File: src/rtl/modexp_ctrl.sv
// modexp_ctrl: left-to-right square-and-multiply sequencer (C = msg^exp mod N) driving a Montgomery multiplier
//   clk, rst                 : clock, synchronous active-high reset
//   start/msg/exp/modulus/r2 : request and operands, sampled only in IDLE
//   busy, done, result       : status, one-cycle completion pulse, held result
//   mmm_start/a/b/m          : launch pulse, operands and modulus to the multiplier
//   mmm_r, mmm_done          : multiplier product and its valid pulse
module modexp_ctrl #(
    parameter int WIDTH = 8
) (
    input  logic             clk,
    input  logic             rst,
    input  logic             start,
    input  logic [WIDTH-1:0] msg,
    input  logic [WIDTH-1:0] exp,
    input  logic [WIDTH-1:0] modulus,
    input  logic [WIDTH-1:0] r2,
    output logic             busy,
    output logic             done,
    output logic [WIDTH-1:0] result,
    output logic             mmm_start,
    output logic [WIDTH-1:0] mmm_a,
    output logic [WIDTH-1:0] mmm_b,
    output logic [WIDTH-1:0] mmm_m,
    input  logic [WIDTH-1:0] mmm_r,
    input  logic             mmm_done
);
    localparam int KW = (WIDTH > 1) ? $clog2(WIDTH) : 1;
    localparam logic [2:0] IDLE = 3'd0, PRE_M = 3'd1, PRE_X = 3'd2, SQR = 3'd3,
                           MUL = 3'd4, POST = 3'd5, DONE = 3'd6;
    localparam logic [WIDTH-1:0] ONE = WIDTH'(1);
    logic [2:0]       state_q, state_d;
    logic [KW-1:0]    k_q, k_d;
    logic [WIDTH-1:0] exp_q, exp_d, m_q, m_d, r2_q, r2_d, mbar_q, mbar_d, x_q, x_d;
    logic [WIDTH-1:0] result_q, result_d, a_q, a_d, b_q, b_d;
    logic             start_q, launch;
    // Operands are chosen together with the next state so each op state is
    // entered with its operands already on mmm_a/mmm_b and mmm_start high.
    always_comb begin
        state_d  = state_q;
        k_d      = k_q;
        exp_d    = exp_q;
        m_d      = m_q;
        r2_d     = r2_q;
        mbar_d   = mbar_q;
        x_d      = x_q;
        result_d = result_q;
        a_d      = a_q;
        b_d      = b_q;
        launch   = 1'b0;
        case (state_q)
            IDLE: if (start) begin
                exp_d   = exp;
                m_d     = modulus;
                r2_d    = r2;
                k_d     = KW'(WIDTH - 1);
                a_d     = msg;
                b_d     = r2;
                state_d = PRE_M;
                launch  = 1'b1;
            end
            PRE_M: if (mmm_done) begin
                mbar_d  = mmm_r;
                a_d     = ONE;
                b_d     = r2_q;
                state_d = PRE_X;
                launch  = 1'b1;
            end
            PRE_X, SQR, MUL: if (mmm_done) begin
                x_d    = mmm_r;
                a_d    = mmm_r;
                b_d    = mmm_r;
                launch = 1'b1;
                // PRE_X always falls into the first square; SQR/MUL take the loop step
                if (state_q == SQR && exp_q[k_q]) begin
                    b_d     = mbar_q;
                    state_d = MUL;
                end else if (state_q != PRE_X && k_q == '0) begin
                    b_d     = ONE;
                    state_d = POST;
                end else begin
                    k_d     = (state_q == PRE_X) ? k_q : k_q - KW'(1);
                    state_d = SQR;
                end
            end
            POST: if (mmm_done) begin
                result_d = mmm_r;
                state_d  = DONE;
            end
            default: state_d = IDLE;
        endcase
    end
    always_ff @(posedge clk) begin
        if (rst) begin
            state_q  <= IDLE;
            k_q      <= '0;
            exp_q    <= '0;
            m_q      <= '0;
            r2_q     <= '0;
            mbar_q   <= '0;
            x_q      <= '0;
            result_q <= '0;
            a_q      <= '0;
            b_q      <= '0;
            start_q  <= 1'b0;
        end else begin
            state_q  <= state_d;
            k_q      <= k_d;
            exp_q    <= exp_d;
            m_q      <= m_d;
            r2_q     <= r2_d;
            mbar_q   <= mbar_d;
            x_q      <= x_d;
            result_q <= result_d;
            a_q      <= a_d;
            b_q      <= b_d;
            start_q  <= launch;
        end
    end
    assign busy      = (state_q != IDLE) && (state_q != DONE);
    assign done      = state_q == DONE;
    assign result    = result_q;
    assign mmm_start = start_q;
    assign mmm_a     = a_q;
    assign mmm_b     = b_q;
    assign mmm_m     = m_q;
endmodule
File: config.mk
export PLATFORM = sky130hd
export DESIGN_NAME = modexp_ctrl
export DESIGN_NICKNAME = d
export VERILOG_FILES = /design/src/rtl/modexp_ctrl.sv
export SDC_FILE = /design/constraint.sdc
export NUM_CORES = 1
export LEC_CHECK = 0
export BUFFER_PORTS_ARGS = -buffer_cell sky130_fd_sc_hd__clkbuf_2
export CAP_MARGIN = 20
export CORE_MARGIN = 2
export CORE_UTILIZATION = 54
export DETAILED_ROUTE_END_ITERATION = 12
export HOLD_SLACK_MARGIN = 0.12
export PLACE_DENSITY = 0.82
export SYNTH_ARGS = -nofsm -noshare
export SYNTH_HDL_FRONTEND = slang
export SYNTH_SLANG_ARGS = --single-unit
export TNS_END_PERCENT = 20
File: constraint.sdc
create_clock -name clk -period 5.75 [get_ports clk]
set_input_delay 1.15 -clock clk [delete_from_list [all_inputs] [get_ports clk]]
set_output_delay 1.15 -clock clk [all_outputs]
set_load 0.02 [all_outputs]
==> impl_metrics.tcl, run 1 <==
set metrics [dict create \
    rsz0062_at_grt "false" \
    slew-limit-headroom 0.383 \
    clock-sinks 63 \
    grt_max_degree 64 \
    ys_warn_count 0 \
    nFillCells 458 \
    multiInputGateArea_sq_um 1540 \
    post-cts-setup-buffer-count 0 \
    diodes 0 \
    die_h_um 77.7 \
    drtAntennaViolNets 0 \
    cp-end-kind "output pin" \
    cp_cell_sequence "and2b_1 -> or3_1 -> clkbuf_2" \
    leakagePower_uw 0.00142 \
    placed_area_sq_um 3320 \
    regArea_sq_um 1260 \
    final_common_cell "clkbuf_2" \
    maxSlewViolCount 0 \
    clk_latency_ns 0.34 \
    post_cts_resized 0 \
    grt_pass1_wl_um 12400 \
    start_util 0.568 \
    io_buffers 78 \
    hold_path.class "reg2reg" \
    cts_tree "done" \
    final_cell_area_sq_um 3480 \
    power.density_nw_per_um2 468 \
    synth_nets 404 \
    fp.dieW_um 77.7 \
    vdd_drop_max_v 0.000275 \
    grt_overflow_total 0 \
    setup_viol 0 \
    std_cell_rows 26 \
    antenna_found_initial 0 \
    crit_start "state_q[2]" \
    timing.final.crit_share 0.568 \
    synth_compound_area_frac 0.210 \
    cts-buffers-inserted 9 \
    skew_ns 0.00503 \
    yosysSeqAreaShare 0.429 \
    syn-cell-area_sq_um 2940 \
    holdBufCountCts 0 \
    synth-edff-count 0 \
    cts-htree-levels 3 \
    cp_data_arrival_time_ns 2.12 \
    yosys.area_share.simple 0.228 \
    synth_xor_area_frac 0.00597 \
    die-area_sq_um 6040 \
    critPathSlowestCell "dfxtp_1" \
    clk_pin_slew_ns 0.07 \
    critical_path_required_ns 4.60 \
    fmax_mhz 306 \
    hold_viol 0 \
    cap_violations 0 \
    fin_crit_ns 3.27 \
    r2r_start "state_q[2]" \
    stdcell_count 498 \
    place.gp.congestion 0.862 \
    drtPass1Iterations 7 \
    boundaryPins 79 \
    synth.avg_cell_area_sq_um 8.20 \
    hold_start "exp_q[5]" \
    critPathMaxStageDelay_ns 0.93 \
    async_flop_share 0 \
    worstMarginPinSlew_ns 0.918 \
    cts.path.max_buffers 2 \
    dp_hpwl_um 5190 \
    crit_fanout 27 \
    post_synth_mux_area_share 0.0720 \
    drc 0 \
    core_sq_um 5170 \
    synth_fa_ha_area_frac 0.00852 \
    worstSetupPathType "reg2out" \
    grt_usage 0.260 \
    dp_cells 483 \
    drive_gt1_frac 0.248 \
    areaGrowthSynthToFinish_pct 18.6 \
    start_kind "register" \
    synth_cells 358 \
    routed-via-count 2886 \
    synth_top_family_by_area "simple AND/OR/NAND/NOR gates" \
    final_cell_mix "clkbuf_2, nand2_1, dfxtp_1, a21oi_1, nor2_1" \
    fin_nets 470 \
    dr.first_iter.drc_count 282 \
    cts-root-buf "clkbuf_8" \
    synth_flop_cell "dfxtp_1" \
    grt_pass1_vias 2659 \
    outcome "finished clean" \
    totalWireLength_um 7680 \
    ys_ff_latch 63 \
    routed_via_density 5.80 \
    post_drt_wl_per_cell_um 15.4 \
    finalSetupTns_ns 0 \
    ys_types 46 \
]
synth_stat cells, types with 2 or more instances:
master / number / area share
nand3_1: 7 / 0.012
clkbuf_1: 17 / 0.022
inv_1: 4 / 0.0051
o21bai_1: 5 / 0.013
buf_1: 3 / 0.0038
mux2_2: 4 / 0.015
o32a_1: 2 / 0.0068
a222oi_1: 5 / 0.017
o21ai_0: 9 / 0.015
ha_1: 2 / 0.0085
or2_2: 2 / 0.0043
a221oi_1: 14 / 0.042
nor2_1: 31 / 0.040
buf_6: 2 / 0.0077
o22ai_1: 2 / 0.0043
and3_1: 2 / 0.0043
nor3_1: 11 / 0.019
or3_1: 4 / 0.0085
a311oi_1: 3 / 0.0089
nor2b_1: 2 / 0.0043
a21oi_1: 43 / 0.073
buf_2: 4 / 0.0068
mux2i_1: 14 / 0.048
dfxtp_1: 63 / 0.43
xnor2_1: 2 / 0.0060
a211oi_1: 2 / 0.0051
nand2_1: 76 / 0.097
nand2b_1: 5 / 0.011
metrics by stage:
stage,hold WS (ns),setup slack [ns],utilization,power [uW]
final,0.453,2.48,0.673,1630
after CTS,0.456,2.53,0.673,1620
after detailed placement,0.447,2.89,0.642,1300
after global routing,0.473,2.40,0.673,1730
after floorplan,0.432,3.34,-,1120
after global placement,0.439,2.93,0.642,1270
worst paths after layout:
path                    to  slack, ns  depth (start not counted)
setup / recovery      busy       2.48                          3
hold / removal    exp_q[5]       0.45                          2
setup reg to reg  mmm_b[3]       3.16                          4
hold reg to reg   exp_q[5]       0.45                          2
state kept, by name, indices dropped and copies added, names as in the netlist:
register,flops
exp_q,8
k_q,3
mbar_q,8
mmm_a,8
mmm_b,8
mmm_m,8
mmm_start,1
r2_q,8
result,8
state_q,3
final cells by class:
cell class / instances / area share
inverters: 5 / 0.00539
multi-input cells: 264 / 0.442
well taps: 70 / 0.0251
flip-flops and latches: 63 / 0.362
repair buffers: 81 / 0.119
clock inverters: 4 / 0.00647
clock buffers: 11 / 0.0406
power by group:
group	leakage (uW)	internal [uW]	switching [uW]	total [uW]
combinational	0.000820	263	415	678
clock	0.0000850	163	168	331
sequential	0.000517	533	89.0	622
total	0.00142	959	672	1630
layer usage:
metal  wire (um)  up-vias  global-route usage
met5           0        -                   0
met4         125        0               0.105
met3         475       11              0.0709
met2        3770      119               0.428
met1        3310     1351               0.320
li1            -     1405                   -
cells by family after synthesis:
group	count (synthesis)
AND/OR/NAND/NOR	148
AO/OA/AOI/OAI	93
flip-flops	63
buffers and inverters	31
multiplexers	19
XOR/XNOR	2
adder cells (fa/ha/maj)	2
critical path, delay by kind of cell, from the launching register on:
family	cells	cell delay, ns
flip-flops	1	0.93
buffers and inverters	1	0.17
AND/OR/NAND/NOR	2	0.68
Note: power is estimated with default switching activity, not from simulation.
==> run 2: changes to the inputs <==
--- a/config.mk
+++ b/config.mk
@@ -8,10 +8,10 @@
 export BUFFER_PORTS_ARGS = -buffer_cell sky130_fd_sc_hd__clkbuf_2
 export CAP_MARGIN = 20
 export CORE_MARGIN = 2
-export CORE_UTILIZATION = 54
+export CORE_UTILIZATION = 47
 export DETAILED_ROUTE_END_ITERATION = 12
 export HOLD_SLACK_MARGIN = 0.12
-export PLACE_DENSITY = 0.82
+export PLACE_DENSITY = 0.75
 export SYNTH_ARGS = -nofsm -noshare
 export SYNTH_HDL_FRONTEND = slang
 export SYNTH_SLANG_ARGS = --single-unit
==> constraint.sdc (replaced) <==
create_clock -name clk -period 2.8 [get_ports clk]
set_input_delay 0.56 -clock clk [delete_from_list [all_inputs] [get_ports clk]]
set_output_delay 0.56 -clock clk [all_outputs]
set_load 0.02 [all_outputs]
==> run 2 against run 1 <==
Net effect:
- combinational power rose by 110%
- clock-buffer cell count fell by 1
- critical path depth did not move
- via count fell by 1.3%
- setup slack got worse by 2.0 ns
- utilization fell by 8.2 points
- highest routed layer unchanged
- clock power rose by 110%
- total power rose by 110%
- critical endpoint unchanged
- global-route usage fell by 3.1 points
- hold slack got worse by 0.022 ns
- die area rose by 14%
==> impl_metrics.tcl, run 2 (synthesized netlist as in run 1, its figures left out) <==
set metrics [dict create \
    dr.first_iter.drc_count 217 \
    cts_tree "done" \
    fp.dieW_um 83.0 \
    maxSlewViolCount 0 \
    start_util 0.490 \
    final_common_cell "clkbuf_2" \
    rsz0062_at_grt "false" \
    boundaryPins 79 \
    final_cell_mix "clkbuf_2, nand2_1, dfxtp_1, a21oi_1, nor2_1" \
    cts-root-buf "clkbuf_8" \
    grt_pass1_wl_um 12800 \
    slew-limit-headroom 0.560 \
    regArea_sq_um 1260 \
    drc 0 \
    min_path_cells 3 \
    fmax_mhz 431 \
    cp_cell_sequence "and2b_1 -> or3_1 -> clkbuf_2" \
    cap_violations 0 \
    fin_ws_ns 0.480 \
    hold_start "modulus[5]" \
    ff2ff_path_depth 5 \
    clk_pin_slew_ns 0.07 \
    cts-buffers-inserted 9 \
    hold_path_end "mmm_m[5]" \
    holdBufCountCts 0 \
    antenna_found_initial 0 \
    drive_gt1_frac 0.262 \
    worstMarginPinSlew_ns 0.656 \
    p_int_uw 1990 \
    core_sq_um 5990 \
    power.switching_uw 1400 \
    critPathSlowestCell "dfxtp_1" \
    grt_pass1_vias 2681 \
    skew_ns 0.00961 \
    vdd_drop_max_v 0.000456 \
    std_cell_rows 28 \
    routed-via-count 2849 \
    hold_path.class "in2reg" \
    p_seq_frac 0.365 \
    die-area_sq_um 6900 \
    fin_nets 476 \
    holdWs_ns 0.431 \
    finalSetupTns_ns 0 \
    r2r_slack_ns 0.51 \
    worstSetupPathType "reg2out" \
    post_cts_resized 0 \
    multiInputGateArea_sq_um 1540 \
    nFillCells 562 \
    reg2reg_to "state_q[0]" \
    drtPass1Iterations 7 \
    timing.final.crit_share 0.829 \
    fin_crit_ns 2.32 \
    hold_viol 0 \
    cts-htree-levels 3 \
    die_h_um 83.0 \
    cts.path.max_buffers 2 \
    grt_overflow_total 0 \
    p_sw_frac 0.412 \
    cp_data_arrival_time_ns 1.76 \
    critical_path_required_ns 2.24 \
    leakagePower_uw 0.00146 \
    totalWireLength_um 7710 \
    start_kind "register" \
    clock-sinks 63 \
    r2r_start "k_q[1]" \
    io_buffers 78 \
    dp_hpwl_um 5590 \
    grt_max_degree 26 \
    post-cts-setup-buffer-count 0 \
    p_total_uw 3390 \
    critPathMaxStageDelay_ns 0.57 \
    outcome "finished clean" \
    combPwrFrac 0.428 \
    drtAntennaViolNets 0 \
    cp-end-kind "output pin" \
    pre_cts_ws_ns 0.584 \
    areaGrowthSynthToFinish_pct 20.7 \
    routed_via_density 5.59 \
    crit_fanout 12 \
    grt_usage 0.229 \
    power.density_nw_per_um2 956 \
    diodes 0 \
    setup_viol 0 \
    p_clk_frac 0.207 \
    place.gp.congestion 0.860 \
    post_drt_wl_per_cell_um 15.1 \
    clk_latency_ns 0.35 \
]
run 2: changes by cell type in the layout (fill, tap and decap cells not counted):
cell / before / now
buf_4: 3 / 9
clkinv_2: 3 / 4
clkbuf_1: 1 / 0
clkinv_4: 0 / 1
run 2: routing by layer:
| metal | wire length [um] | vias up | GRT usage |
|---|---|---|---|
| li1 | - | 1424 | - |
| met1 | 3280 | 1309 | 0.287 |
| met2 | 3700 | 102 | 0.372 |
| met3 | 559 | 14 | 0.0586 |
| met4 | 170 | 0 | 0.0969 |
| met5 | 0 | - | 0 |
run 2: area by class of cell:
type | instances | area share
timing repair buffer | 87 | 0.129
sequential | 63 | 0.356
multi-input combinational | 264 | 0.434
tap | 75 | 0.0265
clock inverter | 6 | 0.0102
inverter | 5 | 0.00529
clock buffer | 10 | 0.0388
run 2: worst max path at each step:
| stage | to | depth (start not counted) | slack [ns] | startpoint |
|---|---|---|---|---|
| 5_1_grt | mmm_b[3] | 5 | 0.36 | k_q[1] |
| 4_1_cts | busy | 3 | 0.50 | state_q[2] |
| 6_report | busy | 3 | 0.48 | state_q[2] |
| 3_3_place_gp | k_q[2] | 5 | 0.67 | k_q[1] |
| 2_1_floorplan | mmm_b[1] | 7 | 0.96 | k_q[1] |
| 3_5_place_dp | mmm_b[6] | 5 | 0.58 | k_q[1] |
run 2: per-stage QoR:
stage                     area [sq um]   util  cells
after CTS                         3540  0.592    510
after global routing              3540  0.592    510
after floorplan                   2940      -    358
after detailed placement          3370  0.563    494
after global placement            3370  0.563    494
final                             3540  0.592    510
run 2: worst max-delay path: cells and delay by family (launching register included):
kind | cells | cell delay [ns]
flops | 1 | 0.57
simple gates | 2 | 0.67
buf+inv | 1 | 0.17
run 2: power by group through the flow:
stage,Clock (uW),Combinational [uW],Sequential (uW)
floorplan,0,941,1350
global placement,0,1410,1250
detailed placement,0,1440,1260
CTS,716,1450,1240
global route,757,1600,1260
finish,700,1450,1240
==> run 3: changes to the inputs <==
==> constraint.sdc (replaced) <==
create_clock -name clk -period 2.1 [get_ports clk]
set_input_delay 0.42 -clock clk [delete_from_list [all_inputs] [get_ports clk]]
set_output_delay 0.42 -clock clk [all_outputs]
set_load 0.02 [all_outputs]
==> run 3 against run 2 <==
Net effect:
- critical path depth is 1 higher
- setup slack lost 0.40 ns
- clock skew increased by 0.0013 ns
- clock power increased by 38%
- final cell count rose by 2.4%
- sequential share of layout area down 1.2 points
- first-iteration DRC count is 14% lower
- clock-buffer cell count rose by 1
- critical path type unchanged
- highest routed layer unchanged
==> impl_metrics.tcl, run 3 (synthesized netlist as in run 1, its figures left out) <==
set metrics [dict create \
    final_cell_mix "clkbuf_2, nand2_1, dfxtp_1, a21oi_1, nor2_1" \
    cp_cell_sequence "buf_6 -> nor2b_1 -> or3_1 -> clkbuf_2" \
    clk_latency_ns 0.34 \
    p_total_uw 4680 \
    leakagePower_uw 0.00152 \
    clock-sinks 63 \
    critical_path_required_ns 1.68 \
    clk_pin_slew_ns 0.08 \
    grt_max_degree 48 \
    p_clk_frac 0.207 \
    start_kind "register" \
    crit_fanout 14 \
    p_seq_frac 0.357 \
    std_cell_rows 28 \
    cts-buffers-inserted 9 \
    hold_viol 0 \
    io_buffers 78 \
    multiInputGateArea_sq_um 1550 \
    outcome "finished clean" \
    fin_nets 488 \
    worstMarginPinSlew_ns 0.596 \
    power.switching_uw 1880 \
    cts-htree-levels 3 \
    min_path_cells 3 \
    die_h_um 83.0 \
    cap_violations 0 \
    ff2ff_path_depth 5 \
    hold_path.class "in2reg" \
    cts_tree "done" \
    start_util 0.490 \
    dr.first_iter.drc_count 187 \
    critPathSlowestCell "dfxtp_1" \
    cp_data_arrival_time_ns 1.60 \
    vdd_drop_max_v 0.000611 \
    routed-via-count 2912 \
    finalSetupTns_ns 0 \
    post-route-util 0.614 \
    regArea_sq_um 1260 \
    routed_via_density 5.58 \
    cts-root-buf "clkbuf_8" \
    worstSetupPathType "reg2out" \
    antenna_found_initial 0 \
    fmax_mhz 496 \
    core_sq_um 5990 \
    post_drt_wl_per_cell_um 15.0 \
    reg2reg_to "k_q[2]" \
    setup_viol 0 \
    p_sw_frac 0.402 \
    hold_path_end "mmm_m[0]" \
    r2r_start "state_q[1]" \
    fp.dieW_um 83.0 \
    post-cts-setup-buffer-count 0 \
    combPwrFrac 0.436 \
    totalWireLength_um 7830 \
    drtAntennaViolNets 0 \
    maxSlewViolCount 0 \
    place.gp.congestion 0.901 \
    dp_hpwl_um 5580 \
    diodes 0 \
    critPathMaxStageDelay_ns 0.46 \
    cts.path.max_buffers 2 \
    nFillCells 555 \
    grt_pass1_vias 2902 \
    grt_usage 0.235 \
    holdWs_ns 0.295 \
    drtPass1Iterations 4 \
    timing.final.crit_share 0.960 \
    drive_gt1_frac 0.293 \
    drc 0 \
    power.density_nw_per_um2 1270 \
    hold_start "modulus[0]" \
    p_int_uw 2800 \
    die-area_sq_um 6900 \
    r2r_slack_ns 0.20 \
    fin_crit_ns 2.02 \
    areaGrowthSynthToFinish_pct 25.3 \
    skew_ns 0.0109 \
    grt_pass1_wl_um 13200 \
    holdBufCountCts 0 \
    rsz0062_at_grt "false" \
    slew-limit-headroom 0.600 \
    cp-end-kind "output pin" \
    boundaryPins 79 \
    grt_overflow_total 0 \
    final_common_cell "clkbuf_2" \
]
-- run 3: cell types whose count changed in the layout (fill, tap and decap cells not counted), moves of 2 or more --
cell	change
clkinvlp_4	+2
dfxtp_1	-2
dfxtp_2	+2
clkinv_2	-2
buf_4	+10
-- run 3: layout make-up --
type / instances / area share
Sequential cell: 63 / 0.344
Clock buffer: 11 / 0.0412
Multi-Input combinational cell: 264 / 0.422
Inverter: 5 / 0.00510
Timing Repair Buffer: 99 / 0.153
Tap cell: 75 / 0.0255
Clock inverter: 5 / 0.00884
-- run 3: how the worst max path moves through the flow --
stage | start | endpoint | cells past startpoint
after floorplan | k_q[1] | mmm_b[1] | 7
after detailed placement | k_q[1] | mmm_b[3] | 6
after CTS | state_q[1] | busy | 4
after global placement | k_q[1] | mmm_b[3] | 6
after global routing | k_q[1] | mmm_b[4] | 6
final | state_q[1] | busy | 4
-- run 3: repair_timing --
| item | 4_1_cts | 5_1_grt |
|---|---|---|
| cloned | 0 | 0 |
| gates resized for setup | 1 | 5 |
| hold endpoints to repair | 0 | 0 |
| setup endpoints to repair | 1 | 8 |
-- run 3: critical path, delay by kind of cell (launching register included) --
family	cells	cell delay [ns]
AND/OR/NAND/NOR	2	0.43
buffers and inverters	2	0.37
flip-flops	1	0.46
-- run 3: power groups by stage --
stage | registers, uW | logic [uW] | clock network (uW)
after floorplan | 1800 | 1250 | 0
after global placement | 1680 | 1990 | 0
after detailed placement | 1690 | 2030 | 0
after CTS | 1660 | 2030 | 984
after global routing | 1710 | 2280 | 1040
final | 1670 | 2040 | 967
-- run 3: per-layer routing --
layer	part of all wire	GRT usage	up-vias	routed length [um]
met4	0.024	0.136	0	186
met5	0	0	-	0
li1	-	-	1442	-
met2	0.48	0.373	114	3720
met3	0.078	0.0467	14	613
met1	0.42	0.296	1342	3310
-- run 3: through the flow --
stage | setup slack (ns) | cell area [sq um] | cells
final | 0.0845 | 3680 | 522
after global routing | 0.0231 | 3680 | 522
after CTS | 0.0394 | 3660 | 522
after detailed placement | 0.0761 | 3470 | 506
after global placement | 0.167 | 3470 | 506
after floorplan | 0.262 | 2940 | 358
